--- src/rtl/load_extend_if.sv ---
// load_extend_if
// Request/response bundle for load_extend_pipe.
//   Request side : in_valid, in_ready, in_data, in_size, in_offset, in_signed
//   Response side: out_valid, out_ready, out_data, out_misaligned
// Modports:
//   master - the agent that issues requests and consumes results
//   slave  - the formatter itself
// DATA_W must match the DATA_W of the attached load_extend_pipe.
interface load_extend_if #(
  parameter int DATA_W = 64
);
  localparam int OFF_W = $clog2(DATA_W / 8);

  logic              in_valid;
  logic              in_ready;
  logic [DATA_W-1:0] in_data;
  logic [1:0]        in_size;
  logic [OFF_W-1:0]  in_offset;
  logic              in_signed;
  logic              out_valid;
  logic              out_ready;
  logic [DATA_W-1:0] out_data;
  logic              out_misaligned;

  modport master (
    output in_valid, in_data, in_size, in_offset, in_signed, out_ready,
    input  in_ready, out_valid, out_data, out_misaligned
  );

  modport slave (
    input  in_valid, in_data, in_size, in_offset, in_signed, out_ready,
    output in_ready, out_valid, out_data, out_misaligned
  );
endinterface

--- src/rtl/load_extend_pipe.sv ---
// load_extend_pipe
// Pipelined load-data formatter: picks a byte/half/word/dword field out of a
// raw memory word at a byte offset, zero- or sign-extends it to DATA_W and
// flags misaligned requests. A main register (M) feeds the outputs and a skid
// register (S) absorbs one extra request so in_ready is purely registered.
// Ports:
//   clk   - rising-edge clock
//   reset - synchronous active-high reset
//   bus   - load_extend_if.slave (request in, result out, valid/ready each)
// Parameters:
//   DATA_W - raw word / result width, 16, 32 or 64
module load_extend_pipe #(
  parameter int DATA_W = 64
) (
  input  logic          clk,
  input  logic          reset,
  load_extend_if.slave  bus
);
  localparam int         OFF_W    = $clog2(DATA_W / 8);
  localparam logic [7:0] DATA_W_B = 8'(DATA_W);

  // ---------------------------------------------------------------------
  // Field extraction and extension (combinational, ahead of register M/S)
  // ---------------------------------------------------------------------
  logic [DATA_W-1:0] shifted;
  logic [DATA_W-1:0] ext [4];

  // Bring the field LSB down to bit 0; the extenders then only look at
  // the low FW bits.
  assign shifted = bus.in_data >> {bus.in_offset, 3'b000};

  generate
    for (genvar gi = 0; gi < 4; gi++) begin : g_size
      localparam int FW = 8 << gi;
      if (FW < DATA_W) begin : g_narrow
        assign ext[gi] = {{(DATA_W - FW){bus.in_signed & shifted[FW-1]}},
                          shifted[FW-1:0]};
      end else begin : g_full
        // Full-width (or wider, which is always flagged misaligned):
        // nothing to extend.
        assign ext[gi] = shifted;
      end
    end
  endgenerate

  logic [3:0]        fw_bytes;
  logic [3:0]        off_ext;
  logic [7:0]        end_bit;
  logic              req_mis_next;
  logic [DATA_W-1:0] req_data_next;

  assign fw_bytes = 4'd1 << bus.in_size;
  assign off_ext  = 4'(bus.in_offset);
  // One past the field MSB. A field wider than the word always overruns
  // the word here too, so this also covers the too-wide case.
  assign end_bit  = {1'b0, off_ext, 3'b000} + {1'b0, fw_bytes, 3'b000};

  assign req_mis_next  = (|(off_ext & (fw_bytes - 4'd1))) || (end_bit > DATA_W_B);
  assign req_data_next = req_mis_next ? '0 : ext[bus.in_size];

  // ---------------------------------------------------------------------
  // Two-entry output buffer
  // ---------------------------------------------------------------------
  logic              m_valid_reg;
  logic [DATA_W-1:0] m_data_reg;
  logic              m_mis_reg;
  logic              s_valid_reg;
  logic [DATA_W-1:0] s_data_reg;
  logic              s_mis_reg;

  logic in_fire;
  logic out_fire;

  // in_ready comes straight from the skid flag so there is no
  // combinational path from out_ready back to the request side.
  assign in_fire  = bus.in_valid && !s_valid_reg;
  assign out_fire = m_valid_reg && bus.out_ready;

  always_ff @(posedge clk) begin
    if (reset) begin
      m_valid_reg <= 1'b0;
      m_data_reg  <= '0;
      m_mis_reg   <= 1'b0;
      s_valid_reg <= 1'b0;
      s_data_reg  <= '0;
      s_mis_reg   <= 1'b0;
    end else if (!m_valid_reg || out_fire) begin
      // M is free this edge. S, if occupied, is older than any new input
      // (and in_ready is low then, so no input can fire alongside it).
      if (s_valid_reg) begin
        m_valid_reg <= 1'b1;
        m_data_reg  <= s_data_reg;
        m_mis_reg   <= s_mis_reg;
        s_valid_reg <= 1'b0;
      end else if (in_fire) begin
        m_valid_reg <= 1'b1;
        m_data_reg  <= req_data_next;
        m_mis_reg   <= req_mis_next;
      end else begin
        m_valid_reg <= 1'b0;
        m_data_reg  <= '0;
        m_mis_reg   <= 1'b0;
      end
    end else if (in_fire) begin
      // M is stalled: park the new request in S.
      s_valid_reg <= 1'b1;
      s_data_reg  <= req_data_next;
      s_mis_reg   <= req_mis_next;
    end
  end

  assign bus.in_ready       = !s_valid_reg;
  assign bus.out_valid      = m_valid_reg;
  assign bus.out_data       = m_data_reg;
  assign bus.out_misaligned = m_mis_reg;
endmodule

--- src/flat_wrapper.sv ---
// flat-port wrapper written by rule: the top's interface ports become plain ports
module load_extend_pipe_flat 
#(
  parameter int DATA_W = 64
)
  (clk, reset, bus_in_valid, bus_in_data, bus_in_size, bus_in_offset, bus_in_signed, bus_out_ready, bus_in_ready, bus_out_valid, bus_out_data, bus_out_misaligned);
  load_extend_if #(.DATA_W(DATA_W)) bus_i ();
  input  logic clk;
  input  logic reset;
  input wire logic [$bits(bus_i.in_valid)-1:0] bus_in_valid;
  input wire logic [$bits(bus_i.in_data)-1:0] bus_in_data;
  input wire logic [$bits(bus_i.in_size)-1:0] bus_in_size;
  input wire logic [$bits(bus_i.in_offset)-1:0] bus_in_offset;
  input wire logic [$bits(bus_i.in_signed)-1:0] bus_in_signed;
  input wire logic [$bits(bus_i.out_ready)-1:0] bus_out_ready;
  output wire logic [$bits(bus_i.in_ready)-1:0] bus_in_ready;
  output wire logic [$bits(bus_i.out_valid)-1:0] bus_out_valid;
  output wire logic [$bits(bus_i.out_data)-1:0] bus_out_data;
  output wire logic [$bits(bus_i.out_misaligned)-1:0] bus_out_misaligned;
  assign bus_i.in_valid = bus_in_valid;
  assign bus_i.in_data = bus_in_data;
  assign bus_i.in_size = bus_in_size;
  assign bus_i.in_offset = bus_in_offset;
  assign bus_i.in_signed = bus_in_signed;
  assign bus_i.out_ready = bus_out_ready;
  assign bus_in_ready = bus_i.in_ready;
  assign bus_out_valid = bus_i.out_valid;
  assign bus_out_data = bus_i.out_data;
  assign bus_out_misaligned = bus_i.out_misaligned;
  load_extend_pipe #(.DATA_W(DATA_W)) u_core (.clk(clk), .reset(reset), .bus(bus_i));
endmodule
--- config.mk ---
export PLATFORM = sky130hd
export DESIGN_NAME = load_extend_pipe_flat
export DESIGN_NICKNAME = d
export VERILOG_FILES = /design/src/rtl/load_extend_if.sv /design/src/rtl/load_extend_pipe.sv /design/src/flat_wrapper.sv
export SDC_FILE = /design/constraint.sdc
export NUM_CORES = 1
export LEC_CHECK = 0
export BUFFER_PORTS_ARGS = -buffer_cell sky130_fd_sc_hd__buf_2
export CORE_MARGIN = 2
export CORE_UTILIZATION = 40
export CTS_BUF_LIST = sky130_fd_sc_hd__clkbuf_4
export DETAILED_ROUTE_END_ITERATION = 8
export HOLD_SLACK_MARGIN = 0.08
export PLACE_DENSITY = 0.67
export SLEW_MARGIN = 20
export SYNTH_ARGS = -nofsm -noshare
export SYNTH_HDL_FRONTEND = slang
export SYNTH_SLANG_ARGS = --single-unit
--- constraint.sdc ---
create_clock -name clk -period 11.7 [get_ports clk]
set_clock_uncertainty 0.2 [all_clocks]
set_input_delay 2.34 -clock clk [delete_from_list [all_inputs] [get_ports clk]]
set_output_delay 2.34 -clock clk [all_outputs]
set_load 0.01 [all_outputs]
==> summary.txt, run 1 <==
Routing
  • Drt first pass iters: 5
  • Avg WL per Cell: 19.8 µm
  • Remaining DRCs: 0
  • 1st-iter DRT viols: 563
  • DR vias: 7429
  • Drt total wl: 24400 µm
  • Post-route antenna net violation count: 0
  • Vias per cell: 6.04

Clocking
  • CTS Buf Count: 17
  • CTS tree: done
  • Postcts setup bufs: 0
  • CTS hold repair buffers: 0
  • Worst-path clk slew: 0.12 ns
  • Post-cts sizing count: 0
  • Clock root cell: clkbuf_4
  • Max Root-Sink Buffers: 2
  • Clk Latency, worst-skew pair: 0.57 ns
  • CTS Sinks: 132
  • CTS H-tree lvls: 4

STA
  • Fmax: 0.162 GHz
  • Worst-Margin Slew: 1.07 ns
  • Setup_tns: 0 ns
  • Final hold vios: 0
  • Max-Slew Margin vs Limit: 0.288
  • Final setup fails: 0
  • Fin crit period: 6.18 ns
  • Max Slew Vio Count: 0
  • RSZ-0062 raised after global routing: false
  • Fin crit share: 0.528

Synth
  • Mapped Avg Cell Area: 8.31 µm²
  • Count leader, synth: dfxtp_1
  • Cell Area, Synth: 7560 µm²
  • Synthesized Nets: 989
  • Post-synthesis sequential area ratio: 0.349
  • Post-synthesis register bit count: 132
  • Synth top area share: 0.349
  • Ranking of synthesized cells by area: dfxtp_1 35%, a211oi_1 6.7%, a21oi_1 5.7%
  • Fraction of registers with async set/reset: 0
  • Yosys top cell by area: dfxtp_1
  • Commonest cells post-synth: 132 x dfxtp_1, 98 x nor2_1, 86 x a21oi_1, 82 x nand2_1, 78 x clkbuf_1
  • Syn. warnings: 0
  • Main synth FF type: dfxtp_1
  • Post-Synthesis Cells: 910
  • Post-synth EDFFs: 0
  • Synth unique cells: 54

Floorplan
  • # IOs: 141
  • Die width: 141 µm
  • Area of the core: 18600 µm²
  • Die area: 20000 µm²
  • Row cnt: 50
  • Initial Utilization: 0.406
  • Chip height: 141 µm

Pwr
  • Net Switching: 0.325 mW
  • VDD IR max: 0.0481 mV
  • Power per standard cell area: 117 nW/µm²
  • Cell Int Power: 0.673 mW
  • Sw Share: 0.326
  • Comb pwr share: 0.219
  • Lkg Pwr: 3.35 nW
  • Clk pwr share: 0.307
  • Total power: 0.998 mW
  • Flop pwr share: 0.474

Setup path
  • CP Data Required Time: 12.02 ns
  • Reg2reg setup slack: 8.53 ns
  • Reg2reg start: u_core.bus.out_valid
  • Crit path max fanout: 82
  • Worst path slowest cell: and3_1
  • CP Class: input port to register
  • Crit. End Element: register
  • Max stage delay on crit path: 0.91 ns
  • Critical path arrival: 6.50 ns
  • FF-to-FF path depth: 6
  • Startpoint types: input port
  • FF-to-FF End: u_core.s_data_reg[25]
  • Worst-path cell chain: buf_4 -> ha_1 -> inv_1 -> fa_1 -> nor4bb_1 -> a2111oi_4 -> a21oi_1 -> and3_1 -> a32o_1

Run
  • Max-cap violations: 0

Final layout
  • Layout cell share with drive strength beyond 1: 0.241
  • Final cell count without fillers: 1229
  • Area Overhead vs Synth: 13.0%
  • Final Util: 0.458
  • NumNets Final: 1060
  • # fillers: 1893

Place
  • Dpl hpwl: 16400 µm
  • Port Buf Inserts: 140
  • DP Cell Count: 1196
  • Gpl congestion: 0.928

Hold path
  • HP Class: register to register
  • Hold Path Sink: u_core.s_data_reg[4]
  • Hold depth: 2
  • Hold path start: u_core.s_data_reg[4]

Global route
  • Initial antenna violation count: 1
  • Gr ovfl total: 0
  • Global-route wire length before repair: 37700 µm
  • GRT Overall Usage: 0.240
  • Number of global-route vias before repair: 6685
  • Pin count of the biggest net entering global routing: 83

Status
  • Status: finished clean
-- kinds of logic (layout without fill, tap and decap cells) --
family,count (synthesis),after routing,synth area share
fa+ha+maj,5,5,0.00927
mux,56,56,0.102
other cells,0,1,0
buf+inv,113,197,0.0673
flops,132,132,0.349
compound gates,325,325,0.301
simple gates,279,279,0.170
-- placed cells by master (no fill, tap or decap), types with 20 or more instances in the layout --
cell type	instances
a211oi_1	67
a21oi_1	86
mux2i_1	20
o21ai_0	51
buf_2	139
nand3_1	22
nor2_1	97
nand2_1	82
dfxtp_1	131
o311ai_1	32
mux2_2	21
-- worst max-delay path by stage --
stage                         endpoint             start
6_report         u_core.s_data_reg[25]  bus_in_offset[0]
5_1_grt          u_core.s_data_reg[24]  bus_in_offset[0]
4_1_cts          u_core.s_data_reg[24]  bus_in_offset[0]
3_5_place_dp     u_core.s_data_reg[25]  bus_in_offset[0]
3_3_place_gp     u_core.s_data_reg[29]  bus_in_offset[0]
2_1_floorplan  u_core.bus.out_data[32]    bus_in_size[0]
-- worst max-delay path, delay by kind of cell --
| family | cells | cell delay (ns) |
|---|---|---|
| and+or+nand+nor | 2 | 1.38 |
| AOI/OAI and AO/OA | 3 | 1.15 |
| adders and majority gates | 2 | 0.82 |
| buffers and inverters | 2 | 0.75 |
-- cell type report --
type                    count  area, µm²  area share
diodes                      1       2.50    0.000293
clock buffers              19        143      0.0167
clock inverters            13        136      0.0160
inverters                   9       33.8     0.00395
multi-input cells         665       4470       0.523
flip-flops and latches    132       2640       0.309
well taps                 234        293      0.0343
repair buffers            156        823      0.0964
-- routing by layer --
| layer | vias to the layer above | wire length (µm) | track usage |
|---|---|---|---|
| met4 | 0 | 283 | 0.0563 |
| li1 | 3569 | - | - |
| met2 | 289 | 10600 | 0.355 |
| met1 | 3550 | 11700 | 0.357 |
| met3 | 21 | 1770 | 0.0493 |
| met5 | - | 0 | 0 |
-- power groups by stage --
stage	Sequential (mW)	Combinational, mW	Clock [mW]
2_1_floorplan	0.488	0.137	0
3_3_place_gp	0.483	0.214	0
3_5_place_dp	0.483	0.215	0
4_1_cts	0.473	0.216	0.314
5_1_grt	0.475	0.236	0.335
6_report	0.473	0.218	0.307
-- per-stage QoR --
step	hold slack (ns)	cell area, µm²	worst slack [ns]
2_1_floorplan	0.225	7560	6.30
3_3_place_gp	0.236	8250	4.97
5_1_grt	0.278	8540	5.22
3_5_place_dp	0.242	8250	4.92
6_report	0.258	8540	5.52
4_1_cts	0.259	8530	5.56
Power figures use the tool's default switching activity.
==> inputs of run 2 (changes only) <==
==> constraint.sdc (replaced) <==
create_clock -name clk -period 6.3 [get_ports clk]
set_clock_uncertainty 0.2 [all_clocks]
set_input_delay 1.26 -clock clk [delete_from_list [all_inputs] [get_ports clk]]
set_output_delay 1.26 -clock clk [all_outputs]
set_load 0.01 [all_outputs]
==> run 2 against run 1 <==
Compared with the run above:
- sequential share of layout area fell by 0.081 points
- critical path depth rose by 2
- die area did not move
- register-to-register slack got worse by 5.4 ns
- critical path type unchanged
- largest cell class unchanged
- highest routed layer unchanged
==> summary.txt, run 2 (same netlist as run 1, synthesis figures left out) <==
Floorplan
  • Die area: 20000 µm²
  • Area of the core: 18600 µm²
  • Row cnt: 50
  • # IOs: 141
  • Chip height: 141 µm
  • Die width: 141 µm
  • Initial Utilization: 0.406

STA
  • RSZ-0062 raised after global routing: false
  • Hold_ws: 0.259 ns
  • Fin crit share: 0.709
  • Final hold vios: 0
  • Fmax: 0.224 GHz
  • Fin crit period: 4.47 ns
  • Worst-Margin Slew: 1.06 ns
  • Max-Slew Margin vs Limit: 0.292
  • Max Slew Vio Count: 0
  • Setup_tns: 0 ns
  • Final setup fails: 0

Run
  • Max-cap violations: 0

Clocking
  • CTS hold repair buffers: 0
  • Worst-path clk slew: 0.11 ns
  • CTS Sinks: 132
  • Post-cts sizing count: 0
  • Postcts setup bufs: 0
  • CTS H-tree lvls: 4
  • Max Root-Sink Buffers: 2
  • CTS Buf Count: 17
  • Clock root cell: clkbuf_4
  • CTS tree: done
  • Clk Latency, worst-skew pair: 0.57 ns

Final layout
  • Multi-input logic area: 4470 µm²
  • # fillers: 1912
  • NumNets Final: 1066
  • Layout cell share with drive strength beyond 1: 0.242
  • Most frequent cells in the layout: 139 x buf_2, 131 x dfxtp_1, 97 x nor2_1, 86 x a21oi_1, 82 x nand2_1
  • Area Overhead vs Synth: 13.3%
  • Register area: 2640 µm²
  • Final instance area: 8570 µm²
  • Most common cell after layout, fill and taps aside: buf_2

Routing
  • Avg WL per Cell: 20.4 µm
  • Drt total wl: 25100 µm
  • Post-route antenna net violation count: 0
  • Remaining DRCs: 0
  • 1st-iter DRT viols: 768
  • Vias per cell: 6.18
  • Drt first pass iters: 5
  • DR vias: 7638

Global route
  • Number of global-route vias before repair: 6554
  • Initial antenna violation count: 1
  • Pin count of the biggest net entering global routing: 77
  • Global-route wire length before repair: 37900 µm
  • Gr ovfl total: 0
  • GRT Overall Usage: 0.243

Setup path
  • Worst path slowest cell: and3_1
  • Critical path arrival: 4.78 ns
  • CP Data Required Time: 6.61 ns
  • Startpoint types: input port
  • Max stage delay on crit path: 0.80 ns
  • Crit path max fanout: 26
  • Worst-path cell chain: buf_2 -> nor2_2 -> ha_1 -> inv_1 -> fa_1 -> nor4bb_1 -> a2111oi_4 -> a21oi_1 -> buf_4 -> and3_1 -> a32o_1
  • CP Class: input port to register
  • Crit. End Element: register

Place
  • Dpl hpwl: 16700 µm
  • Port Buf Inserts: 140
  • Placed instance area: 8300 µm²
  • Gpl congestion: 0.932

Pwr
  • Lkg Pwr: 3.37 nW
  • Power per standard cell area: 215 nW/µm²
  • VDD IR max: 0.0901 mV
  • Total power: 1.84 mW

Hold path
  • HP Class: register to register

Status
  • Status: finished clean
-- run 2: changes by cell type in the layout (fill, tap and decap cells not counted), sizes merged --
cell | previous run | this run
diode | 1 | 3
clkbuf | 19 | 18
clkinvlp | 3 | 4
buf | 156 | 162
clkinv | 9 | 7
-- run 2: metal layers --
| metal | GRT usage | routed length, µm | vias to the layer above |
|---|---|---|---|
| met5 | 0 | 0 | - |
| met4 | 0.0858 | 733 | 0 |
| met3 | 0.0618 | 2450 | 47 |
| met2 | 0.339 | 10500 | 418 |
| met1 | 0.359 | 11500 | 3601 |
| li1 | - | - | 3572 |
-- run 2: through the flow --
stage	utilization	setup slack [ns]	cells
final	0.459	1.83	1235
after floorplan	-	1.98	910
after global placement	0.445	1.41	1202
after CTS	0.459	1.89	1232
after detailed placement	0.445	1.30	1202
after global routing	0.459	1.54	1233
-- run 2: final timing paths --
| path | from | end | slack, ns | cells after the start |
|---|---|---|---|---|
| setup / recovery | bus_in_size[1] | u_core.s_data_reg[24] | 1.83 | 11 |
| setup reg to reg | u_core.s_valid_reg | u_core.s_data_reg[57] | 3.15 | 7 |
| hold reg to reg | u_core.s_data_reg[38] | u_core.s_data_reg[38] | 0.26 | 2 |
| hold / removal | u_core.s_data_reg[38] | u_core.s_data_reg[38] | 0.26 | 2 |
-- run 2: area by class of cell --
type,instances,area share
diodes,3,0.000876
clock buffers,18,0.0158
clock inverters,12,0.0136
inverters,9,0.00394
multi-input cells,665,0.522
flip-flops and latches,132,0.309
well taps,234,0.0342
repair buffers,162,0.101
-- run 2: power by group --
group | total (mW) | switching (mW) | internal, mW
Sequential | 0.879 | 0.0159 | 0.863
Clock | 0.544 | 0.316 | 0.228
Combinational | 0.415 | 0.267 | 0.148
-- run 2: critical path: cells and delay by family --
kind                     cells  cell delay, ns
AND/OR/NAND/NOR              3            1.66
adder cells (fa/ha/maj)      2            0.76
AO/OA/AOI/OAI                3            0.56
buffers and inverters        3            0.52
==> inputs of run 3 (changes only) <==
--- a/config.mk
+++ b/config.mk
@@ -5,13 +5,14 @@
 export SDC_FILE = /design/constraint.sdc
 export NUM_CORES = 1
 export LEC_CHECK = 0
+export ABC_AREA = 1
 export BUFFER_PORTS_ARGS = -buffer_cell sky130_fd_sc_hd__buf_2
 export CORE_MARGIN = 2
 export CORE_UTILIZATION = 40
 export CTS_BUF_LIST = sky130_fd_sc_hd__clkbuf_4
 export DETAILED_ROUTE_END_ITERATION = 8
 export HOLD_SLACK_MARGIN = 0.08
-export PLACE_DENSITY = 0.67
+export PLACE_DENSITY = 0.69
 export SLEW_MARGIN = 20
 export SYNTH_ARGS = -nofsm -noshare
 export SYNTH_HDL_FRONTEND = slang
==> constraint.sdc (replaced) <==
create_clock -name clk -period 3.8 [get_ports clk]
set_clock_uncertainty 0.2 [all_clocks]
set_input_delay 0.76 -clock clk [delete_from_list [all_inputs] [get_ports clk]]
set_output_delay 0.76 -clock clk [all_outputs]
set_load 0.01 [all_outputs]
==> run 3 against run 2 <==
Compared with the run above:
- critical path depth increased by 4
- utilization is 0.23 points lower
- via count is 12% higher
- clock-buffer cell count fell by 1
- cell count up 24%
- flip-flop and latch count unchanged
- sequential share of layout area down 0.86 points
- clock power rose by 75%
- area after synthesis increased by 2.8%
==> summary.txt, run 3 <==
Floorplan
  • Die area: 20600 µm²
  • Initial Utilization: 0.404
  • Area of the core: 19300 µm²
  • Chip height: 143 µm
  • Row cnt: 51
  • Die width: 143 µm
  • # IOs: 141

Synth
  • Adder-Cell Fraction of Synth Area: 0.00901
  • Post-synthesis simple-gate area fraction: 0.297
  • Fraction of registers with async set/reset: 0
  • Main synth FF type: dfxtp_1
  • Synthesized Nets: 1257
  • Yosys top cell by area: dfxtp_1
  • Post-Synthesis Cells: 1178
  • Count leader, synth: nand2_1
  • Mapped Avg Cell Area: 6.60 µm²
  • Synth Area in Compound Gates: 0.260
  • Ranking of synthesized cells by area: dfxtp_1 34%, a21oi_1 14%, nand2_1 13%
  • Syn. warnings: 0
  • Post-synthesis sequential area ratio: 0.340
  • Cell Area, Synth: 7780 µm²
  • Largest family of logic cells by synthesized area: simple AND/OR/NAND/NOR gates
  • Synth unique cells: 33
  • Mux cell area share after synthesis: 0.00772
  • Synth top area share: 0.340
  • Commonest cells post-synth: 270 x nand2_1, 219 x a21oi_1, 184 x nand3_1, 132 x dfxtp_1, 123 x o21ai_0
  • Post-synth EDFFs: 0
  • Post-synthesis register bit count: 132
  • XOR/XNOR Fraction of Synth Area: 0

Place
  • Gpl congestion: 0.920
  • DP Cell Count: 1496
  • Dpl hpwl: 17700 µm
  • Port Buf Inserts: 140
  • Dpl ws: 0.362 ns

Clocking
  • Max Root-Sink Buffers: 2
  • CTS tree: done
  • Clk Latency, worst-skew pair: 0.55 ns
  • Postcts setup bufs: 0
  • Clock root cell: clkbuf_4
  • CTS H-tree lvls: 4
  • CTS Buf Count: 17
  • Post-cts sizing count: 0
  • CTS hold repair buffers: 0
  • CTS Sinks: 132
  • Worst-path clk slew: 0.12 ns

Setup path
  • Worst path slowest cell: fa_1
  • Max stage delay on crit path: 0.40 ns
  • FF-to-FF path depth: 7
  • FF-to-FF End: u_core.s_data_reg[52]
  • Crit. End Element: register
  • Startpoint types: input port
  • Worst-path cell chain: buf_2 -> nor2_1 -> ha_1 -> inv_1 -> fa_1 -> inv_1 -> nand2_1 -> nand2_1 -> nand3b_1 -> nand3_1 -> nand2_2 -> nor2_4 -> buf_12 -> nand3_1 -> a21oi_1
  • CP Class: input port to register
  • Reg2reg setup slack: 1.30 ns
  • Worst Path Buf+Inv: 4
  • Critical path arrival: 3.20 ns
  • Reg2reg start: u_core.bus.out_valid
  • Crit path max fanout: 31
  • Largest delay share family, worst path: simple AND/OR/NAND/NOR gates
  • CP Data Required Time: 4.08 ns

Routing
  • Avg WL per Cell: 17.0 µm
  • Drt first pass iters: 5
  • 1st-iter DRT viols: 819
  • DR vias: 8555
  • Vias per cell: 5.60
  • Post-route antenna net violation count: 0
  • Drt total wl: 25900 µm
  • Remaining DRCs: 0

Global route
  • Initial antenna violation count: 1
  • Global-route wire length before repair: 41300 µm
  • GRT Overall Usage: 0.254
  • Pin count of the biggest net entering global routing: 74
  • Number of global-route vias before repair: 7767
  • Gr ovfl total: 0

STA
  • Max-Slew Margin vs Limit: 0.261
  • RSZ-0062 raised after global routing: false
  • Final setup fails: 0
  • Final hold vios: 0
  • Hold_ws: 0.275 ns
  • Setup WS post-layout: 0.883 ns
  • Fin crit period: 2.92 ns
  • Fin crit share: 0.768
  • Worst-Margin Slew: 1.11 ns
  • Fmax: 0.343 GHz
  • Max Slew Vio Count: 0
  • Setup_tns: 0 ns

Pwr
  • Net Switching: 1.08 mW
  • Cell Int Power: 2.06 mW
  • VDD IR max: 0.212 mV
  • Lkg Pwr: 3.60 nW
  • Clk pwr share: 0.303
  • Power per standard cell area: 357 nW/µm²
  • Comb pwr share: 0.230
  • Flop pwr share: 0.467
  • Sw Share: 0.344

Hold path
  • Hold depth: 2
  • Hold Path Sink: u_core.s_data_reg[49]
  • HP Class: register to register
  • Hold path start: u_core.s_data_reg[49]

Final layout
  • # fillers: 2053
  • Final Util: 0.457
  • Most frequent cells in the layout: 270 x nand2_1, 219 x a21oi_1, 184 x nand3_1, 140 x buf_2, 131 x dfxtp_1
  • Most common cell after layout, fill and taps aside: nand2_1
  • Layout cell share with drive strength beyond 1: 0.196
  • Area Overhead vs Synth: 13.3%
  • Final cell count without fillers: 1529
  • NumNets Final: 1329

Status
  • Status: finished clean

Run
  • Max-cap violations: 0
-- run 3: cell types whose count changed after synthesis, moves of 21 or more --
cell / change
a211oi_1: -67
a21oi_1: +133
mux2_2: -21
nand2_1: +188
nand3_1: +162
nor2_1: -82
o21ai_0: +72
o311ai_1: -33
-- run 3: worst max-delay path by stage --
stage | startpoint | slack (ns) | to | depth (start not counted)
floorplan | bus_in_offset[1] | 0.68 | u_core.bus.out_data[44] | 16
global placement | bus_in_size[0] | 0.41 | u_core.bus.out_data[61] | 15
detailed placement | bus_in_size[0] | 0.36 | u_core.bus.out_data[16] | 15
CTS | bus_in_size[0] | 0.94 | u_core.bus.out_data[33] | 15
global route | bus_in_size[0] | 0.71 | u_core.bus.out_data[57] | 15
finish | bus_in_size[0] | 0.88 | u_core.bus.out_data[57] | 15
-- run 3: final cells by class --
class / count / area (µm²) / share of cell area
Antenna cell: 1 / 2.50 / 0.000284
Clock buffer: 17 / 128 / 0.0145
Clock inverter: 15 / 159 / 0.0180
Inverter: 33 / 124 / 0.0141
Multi-Input combinational cell: 900 / 4480 / 0.508
Sequential cell: 132 / 2640 / 0.300
Tap cell: 265 / 332 / 0.0376
Timing Repair Buffer: 166 / 946 / 0.107
-- run 3: metal layers --
metal  up-vias  wire length [µm]  track usage
met5         -                 0            0
met4         0               616       0.0717
met3        50              1700       0.0473
met2       312             12300        0.410
met1      4016             11300        0.346
li1       4177                 -            -
-- run 3: logic make-up after synthesis --
logic type	Yosys count
buf+inv	146
simple gates	507
mux	6
compound gates	382
fa+ha+maj	5
flops	132
-- run 3: worst min-delay path: cells and delay by family (launching register included) --
kind               cells  cell delay (ns)
DFF                    1             0.33
and+or+nand+nor        1             0.06
AOI/OAI and AO/OA      1             0.05
-- run 3: power by group through the flow --
stage | logic [mW] | registers [mW] | clock network (mW)
final | 0.723 | 1.47 | 0.953
after global routing | 0.805 | 1.48 | 1.03
after CTS | 0.717 | 1.47 | 0.975
after detailed placement | 0.713 | 1.50 | 0
after global placement | 0.710 | 1.50 | 0
after floorplan | 0.467 | 1.51 | 0
-- run 3: through the flow --
step           total power, mW  instance area, µm²
2_1_floorplan             1.98                7780
3_3_place_gp              2.21                8520
3_5_place_dp              2.21                8520
4_1_cts                   3.16                8810
5_1_grt                   3.31                8810
6_report                  3.15                8810
